<file path="src/rtl/ee457_wbuf.sv">
// ee457_wbuf: posted-write buffer between the CPU MEM stage and data memory.
// Stores are queued in a circular FIFO and retired over a valid/ready port.
// Loads read memory combinationally. Define EE457_WBUF_FWD_EN to forward
// pending store data to matching loads (youngest entry wins).
module ee457_wbuf #(
   parameter int DEPTH = 4,
   parameter int AW    = 32,
   parameter int DW    = 32
) (
   input  logic                   clk,
   input  logic                   rst,
   input  logic [AW-1:0]          cpu_addr,
   input  logic [DW-1:0]          cpu_wdata,
   input  logic                   cpu_read,
   input  logic                   cpu_write,
   output logic [DW-1:0]          cpu_rdata,
   output logic                   wbuf_full,
   output logic                   wbuf_empty,
   output logic [$clog2(DEPTH):0] wbuf_count,
   output logic                   overflow,
   output logic                   mem_wvalid,
   input  logic                   mem_wready,
   output logic [AW-1:0]          mem_waddr,
   output logic [DW-1:0]          mem_wdata,
   output logic [AW-1:0]          mem_raddr,
   input  logic [DW-1:0]          mem_rdata
);

   localparam int PW = $clog2(DEPTH);
   localparam int CW = PW + 1;

   logic [AW-3:0] r_addr [DEPTH];
   logic [DW-1:0] r_data [DEPTH];
   logic [PW-1:0] r_head;
   logic [PW-1:0] r_tail;
   logic [CW-1:0] r_count;
   logic          r_ovf;

   logic          w_full;
   logic          w_empty;
   logic          w_drain;
   logic          w_push;
   logic [DW-1:0] w_rdata;
   logic          w_unused;

   assign w_full  = (r_count == CW'(DEPTH));
   assign w_empty = (r_count == '0);
   assign w_drain = !w_empty && mem_wready;
   // A full buffer still accepts a store when the head retires on the same edge.
   assign w_push  = cpu_write && (!w_full || w_drain);

   // Pointer, occupancy and sticky overflow state.
   always_ff @(posedge clk or negedge rst) begin
      if (!rst) begin
         r_head  <= '0;
         r_tail  <= '0;
         r_count <= '0;
         r_ovf   <= 1'b0;
      end else begin
         if (w_push)
            r_tail <= r_tail + PW'(1);
         if (w_drain)
            r_head <= r_head + PW'(1);
         if (w_push && !w_drain)
            r_count <= r_count + CW'(1);
         else if (!w_push && w_drain)
            r_count <= r_count - CW'(1);
         if (cpu_write && !w_push)
            r_ovf <= 1'b1;
      end
   end

   // Entry payload; contents are meaningless outside the valid window, so no reset.
   always_ff @(posedge clk) begin
      if (w_push) begin
         r_addr[r_tail] <= cpu_addr[AW-1:2];
         r_data[r_tail] <= cpu_wdata;
      end
   end

`ifdef EE457_WBUF_FWD_EN
   logic [PW-1:0] w_idx;

   // Walk entries oldest to youngest so the last match (youngest) wins.
   // The head entry still matches in the cycle it retires.
   always_comb begin
      w_rdata = mem_rdata;
      w_idx   = '0;
      for (int i = 0; i < DEPTH; i++) begin
         w_idx = r_head + PW'(i);
         if ((CW'(i) < r_count) && (r_addr[w_idx] == cpu_addr[AW-1:2]))
            w_rdata = r_data[w_idx];
      end
   end
`else
   assign w_rdata = mem_rdata;
`endif

   assign cpu_rdata  = w_rdata;
   assign mem_raddr  = cpu_addr;
   assign mem_wvalid = !w_empty;
   assign mem_waddr  = {r_addr[r_head], 2'b00};
   assign mem_wdata  = r_data[r_head];
   assign wbuf_full  = w_full;
   assign wbuf_empty = w_empty;
   assign wbuf_count = r_count;
   assign overflow   = r_ovf;

   // Load strobe and byte offset carry no information for a word-granular buffer.
   assign w_unused = ^{cpu_read, cpu_addr[1:0]};

endmodule

</file>
<file path="config.mk">
export PLATFORM = sky130hd
export DESIGN_NAME = ee457_wbuf
export DESIGN_NICKNAME = d
export VERILOG_FILES = /design/src/rtl/ee457_wbuf.sv
export SDC_FILE = /design/constraint.sdc
export NUM_CORES = 1
export LEC_CHECK = 0
export BUFFER_PORTS_ARGS = -buffer_cell sky130_fd_sc_hd__buf_2
export CAP_MARGIN = 30
export CORE_AREA = 2 2 144 146
export CTS_CLUSTER_DIAMETER = 120
export DETAILED_ROUTE_END_ITERATION = 6
export DIE_AREA = 0 0 146 148
export PLACE_DENSITY = 0.85
export SLEW_MARGIN = 10
export SYNTH_ARGS = -nofsm -noshare
export SYNTH_HDL_FRONTEND = slang
export SYNTH_SLANG_ARGS = --single-unit
</file>
<file path="constraint.sdc">
create_clock -name clk -period 3.3 [get_ports clk]
set_input_delay 0.99 -clock clk [delete_from_list [all_inputs] [get_ports clk]]
set_output_delay 0.99 -clock clk [all_outputs]
set_load 0.02 [all_outputs]
</file>
Word level (Yosys, flattened, before mapping)

Memory sizes are Yosys's and may differ from the RTL's.
Cells that the tools add are included.

Bits of input ports: 101
Bits in registers: 8
Bits in latches: 0
Bits in writable memories: 248
Memories: 2
Memory bits (read-only): 0
Logic and storage cells: 27

$add $sub $neg: 4
Multipliers: 0
Reductions and logical operators: 12
Eq/ne operators: 1
Bitwise logic cells: 0
Shift operators: 0
$lt $le $gt $ge: 0
Divide/modulo/power cells: 0
Muxes and demuxes: 4

Memories:

| name   | words | width | read ports | clocked after Yosys merged registers in | write ports | line | RTL |
|---|---|---|---|---|---|---|---|
| r_data | 4     | 32    | 1          | 0                                       | 1           | 33   | `logic [DW-1:0] r_data [DEPTH];` |
| r_addr | 4     | 30    | 1          | 0                                       | 1           | 32   | `logic [AW-3:0] r_addr [DEPTH];` |

Operator list:

| cell                                             | count |
|---|---|
| 2-to-1 mux 3 bit                                 | 2 |
| logical AND 1 bit                                | 5 |
| adder 2 x 1 -> 2 bit, second input constant      | 2 |
| zero test 1 bit                                  | 4 |
| adder 3 x 1 -> 3 bit, second input constant      | 1 |
| equality test 3 bit, second input constant       | 1 |
| zero test 3 bit                                  | 1 |
| subtractor 3 x 1 -> 3 bit, second input constant | 1 |
| 2-to-1 mux 1 bit                                 | 2 |
| nonzero test 2 bit                               | 1 |
| logical OR 1 bit                                 | 1 |

Depth between registers and ports, before layout

Word-level depth: 9
Gate-level depth with buffers: 9

Least setup slack after synthesis

Ideal clock, no wire load.

Path kind: input -> register
From: input mem_wready
To: memory r_addr[2][0] (netlist bit) (enable)
Path buffers: 1
Cell stages on the path: 4
Data arrival time: 2.770 ns
Slack: 0.103 ns
Library setup time: 0.426 ns
Cell sequence: nor4b_4 -> nor2b_1 -> buf_6 -> and2_1

Cells in the longest elaborated chain, start to end: 5

Ends and longest elaborated chain:

| item                                   | line | RTL |
|---|---|---|
| start: declaration                     | 22   | `input logic mem_wready,` |
| logical AND 1 bit                      | 48   | `assign w_drain = !w_empty && mem_wready;` |
| logical OR 1 bit                       | 50   | `assign w_push = cpu_write && (!w_full \|\| w_drain);` |
| logical AND 1 bit                      | 50   |  |
| net w_push                             | 42   | `logic w_push;` |
| 2-to-1 mux 1 bit                       | 75   | `if (w_push) begin` |
| 2-to-1 mux 1 bit (implied by the code) | 76   | `r_addr[r_tail] <= cpu_addr[AW-1:2];` |
| end: declaration                       | 32   |  |

The timed path passes the listed nets, and every way through them passes these cells.

Worst setup path after layout

From: register r_head[0]
To: output mem_wdata[6]

Cells in the longest elaborated chain, start to end: 1

Ends and longest elaborated chain:

| item                     | line | RTL |
|---|---|---|
| start: declaration       | 34   | `logic [PW-1:0] r_head;` |
| start signal: assignment | 63   | `r_head <= r_head + PW'(1);` |
| memory (4 x 32 bit)      | n/a  |  |
| end: declaration         | 24   | `output logic [DW-1:0] mem_wdata,` |

No other way between the ends.

==> summary.txt <==
Timing
  – Final Hold Fails: 0
  – Crit path time final: 3.12 ns
  – Final setup violation count: 0
  – RSZ-0062 raised after global routing: false
  – WHS: 0.321 ns
  – Setup TNS: 0 ns
  – Slew Limit Fails: 0
  – Max Clk Rate: 321 MHz
  – Clock Skew: 0.00510 ns
  – Setup ws final: 0.181 ns
  – Final Cycle Share: 0.945

Synth
  – Synth Instances: 430
  – Adder-cell share of the synthesized area: 0.00831
  – Compound-gate portion of the synthesized area: 0.000756
  – Top-count cell post-synth: edfxtp_1
  – Yosys warning count: 0
  – Synth Cell Area: 9930 µm²
  – #FFs+latches synth: 256
  – Share of the synthesized area in the top cell type: 0.750
  – XOR/XNOR Fraction of Synth Area: 0.00529
  – Number of synthesized flops with an enable pin: 248
  – Dominant cells by area after synthesis: edfxtp_1 (75%), mux4_2 (14%), buf_4 (5.0%)
  – Sequential area share after synthesis: 0.770
  – Ys async rst share: 0.0313
  – Post-synthesis mux area share: 0.143
  – Top cells by count, synth: edfxtp_1 (248), buf_4 (66), mux4_2 (62), buf_6 (8), dfrtp_1 (8)
  – Post-Syn Area per Cell: 23.1 µm²
  – Top_reg_cell synth: edfxtp_1
  – Simple-Gate Fraction of Synth Area: 0.00819
  – Largest family of logic cells by synthesized area: multiplexers
  – Area leader, netlist: edfxtp_1
  – Synth unique cells: 23

Clock network
  – Clock buffer count from CTS: 25
  – Clock Path Buffers: 3
  – CTS H-tree lvls: 1
  – Post_cts resized: 0
  – CTS tree: built
  – Clock latency at the later pin of the worst-skew pair: 0.50 ns
  – Root Buffer Master: clkbuf_16
  – Post-CTS Setup Bufs: 0
  – Clock Sinks: 256
  – Reg clk slew, reported paths: 0.06 ns
  – # hold bufs at CTS: 0

GRT
  – Number of global-route vias before repair: 4806
  – Initial antenna violation count: 1
  – Total GRT Usage: 0.162
  – Congestion Overflow GR: 0
  – Largest net degree at the start of global routing: 40
  – First-pass GRT wire length: 27100 µm

Placed design
  – DP HPWL: 10900 µm
  – Dpl cell area: 10700 µm²
  – Setup WS pre-CTS: 0.606 ns
  – Placer Congestion: 0.717
  – Placed Cells: 802
  – Port bufs: 164

Hold path
  – HP Class: in -> async

Drt
  – Initial DRC Count: 193
  – Via count: 4417
  – Via-to-Cell Ratio: 5.23
  – Drt pass-1 iters: 6
  – Routed Antenna Nets: 0
  – Wirelength per Cell: 20.4 µm
  – DRT Wirelength: 17200 µm
  – DRC viols: 0

Setup path
  – Worst Path Arrival: 2.13 ns
  – R2R setup slack: 1.09 ns
  – Worst path required time: 2.31 ns
  – Critical Path End Type: output pin
  – Setup crit start kind: flip-flop
  – Maximum fanout along the worst path: 13
  – Crit path from: r_head[0]
  – Worst r2r src: wbuf_count[1]
  – Critical path class: reg -> out

Pwr
  – Max IR drop VDD: 739 µV
  – PD cells: 929 nW/µm²
  – Final Power: 10.7 mW
  – Leak Pwr: 4.05 nW

Layout
  – Area Overhead vs Synth: 15.8%
  – Fin cells: 844
  – Nets: 666
  – Final Cell Area: 11500 µm²
  – Final core occ: 0.574
  – Number of diodes: 0
  – Share of cells above drive strength 1: 0.495

Floorplanning
  – Initial core utilization: 0.496
  – Die height: 148 µm
  – Boundary pin count: 236
  – Core box area: 20000 µm²
  – Die area: 21600 µm²
  – Row count: 52
  – Chip width: 146 µm

Outcome
  – Status: completed

Run
  – Max cap viols: 0
## kinds of logic (layout without fill, tap and decap cells)
kind of cell,count (synthesis),after routing
multiplexers,64,64
AND/OR/NAND/NOR,11,11
buffers and inverters,85,228
adder cells (fa/ha/maj),6,6
AO/OA/AOI/OAI,1,1
other,1,2
flip-flops,256,256
XOR/XNOR,6,6
## flip-flops by register name, indices dropped and copies added (netlist names)
| register | flops |
|---|---|
| r_head | 2 |
| overflow | 1 |
| r_tail | 2 |
| r_addr | 120 |
| r_data | 128 |
| wbuf_count | 3 |
## worst paths after layout
path / depth (start not counted) / endpoint
setup / recovery: 3 / mem_wdata[6]
hold / removal: 1 / overflow
setup reg to reg: 8 / wbuf_count[2]
hold reg to reg: 1 / overflow
max in group asynchronous: 1 / r_head[1]
min in group clk: 1 / overflow
## per-layer routing
metal | vias up | global-route usage | share of wire
li1 | 1936 | - | -
met1 | 2296 | 0.208 | 0.40
met2 | 144 | 0.284 | 0.52
met3 | 41 | 0.0352 | 0.055
met4 | 0 | 0.0417 | 0.019
met5 | - | 0 | 0
## report_power, final
| part | switching [mW] | internal [mW] | leakage [nW] |
|---|---|---|---|
| logic | 2.02 | 1.50 | 1.31 |
| clock network | 1.07 | 1.59 | 0.372 |
| registers | 0.223 | 4.29 | 2.36 |
## worst max-delay path: stages, from the launching register on
cell	delay, ns
dfrtp_4	0.59
buf_4	0.30
mux4_2	0.54
buf_2	0.18
## final cells by class
type                            count  area (µm²)
Fill cell                        1472        8530
Tap cell                          270         338
Inverter                            4        15.0
Timing Repair Buffer              182        1070
Clock buffer                       37         691
Clock inverter                      5        73.8
Sequential cell                   256        7650
Multi-Input combinational cell     90        1660
## layout by cell type, fill, tap and decap left out
| cell | count |
|---|---|
| edfxtp_1 | 248 |
| buf_2 | 164 |
| mux4_2 | 62 |
| clkbuf_16 | 25 |
| clkbuf_1 | 10 |
| buf_12 | 9 |
| buf_4 | 9 |
| dfrtp_1 | 6 |
| ha_1 | 5 |
| inv_1 | 4 |
| and2_4 | 4 |
| xnor2_1 | 4 |
| xor2_1 | 2 |
| conb_1 | 2 |
| clkinv_2 | 2 |
| clkbuf_8 | 2 |
| bufinv_16 | 2 |
| dfrtp_4 | 2 |
| or3_1 | 1 |
| nor4b_4 | 1 |
| nor2b_1 | 1 |
| nand2_1 | 1 |
| nor3b_1 | 1 |
| mux2_2 | 1 |
| nand3_1 | 1 |
| mux2_4 | 1 |
| nor2_1 | 1 |
| a21o_1 | 1 |
| fa_1 | 1 |
| clkinv_1 | 1 |
Power figures use the tool's default switching activity.
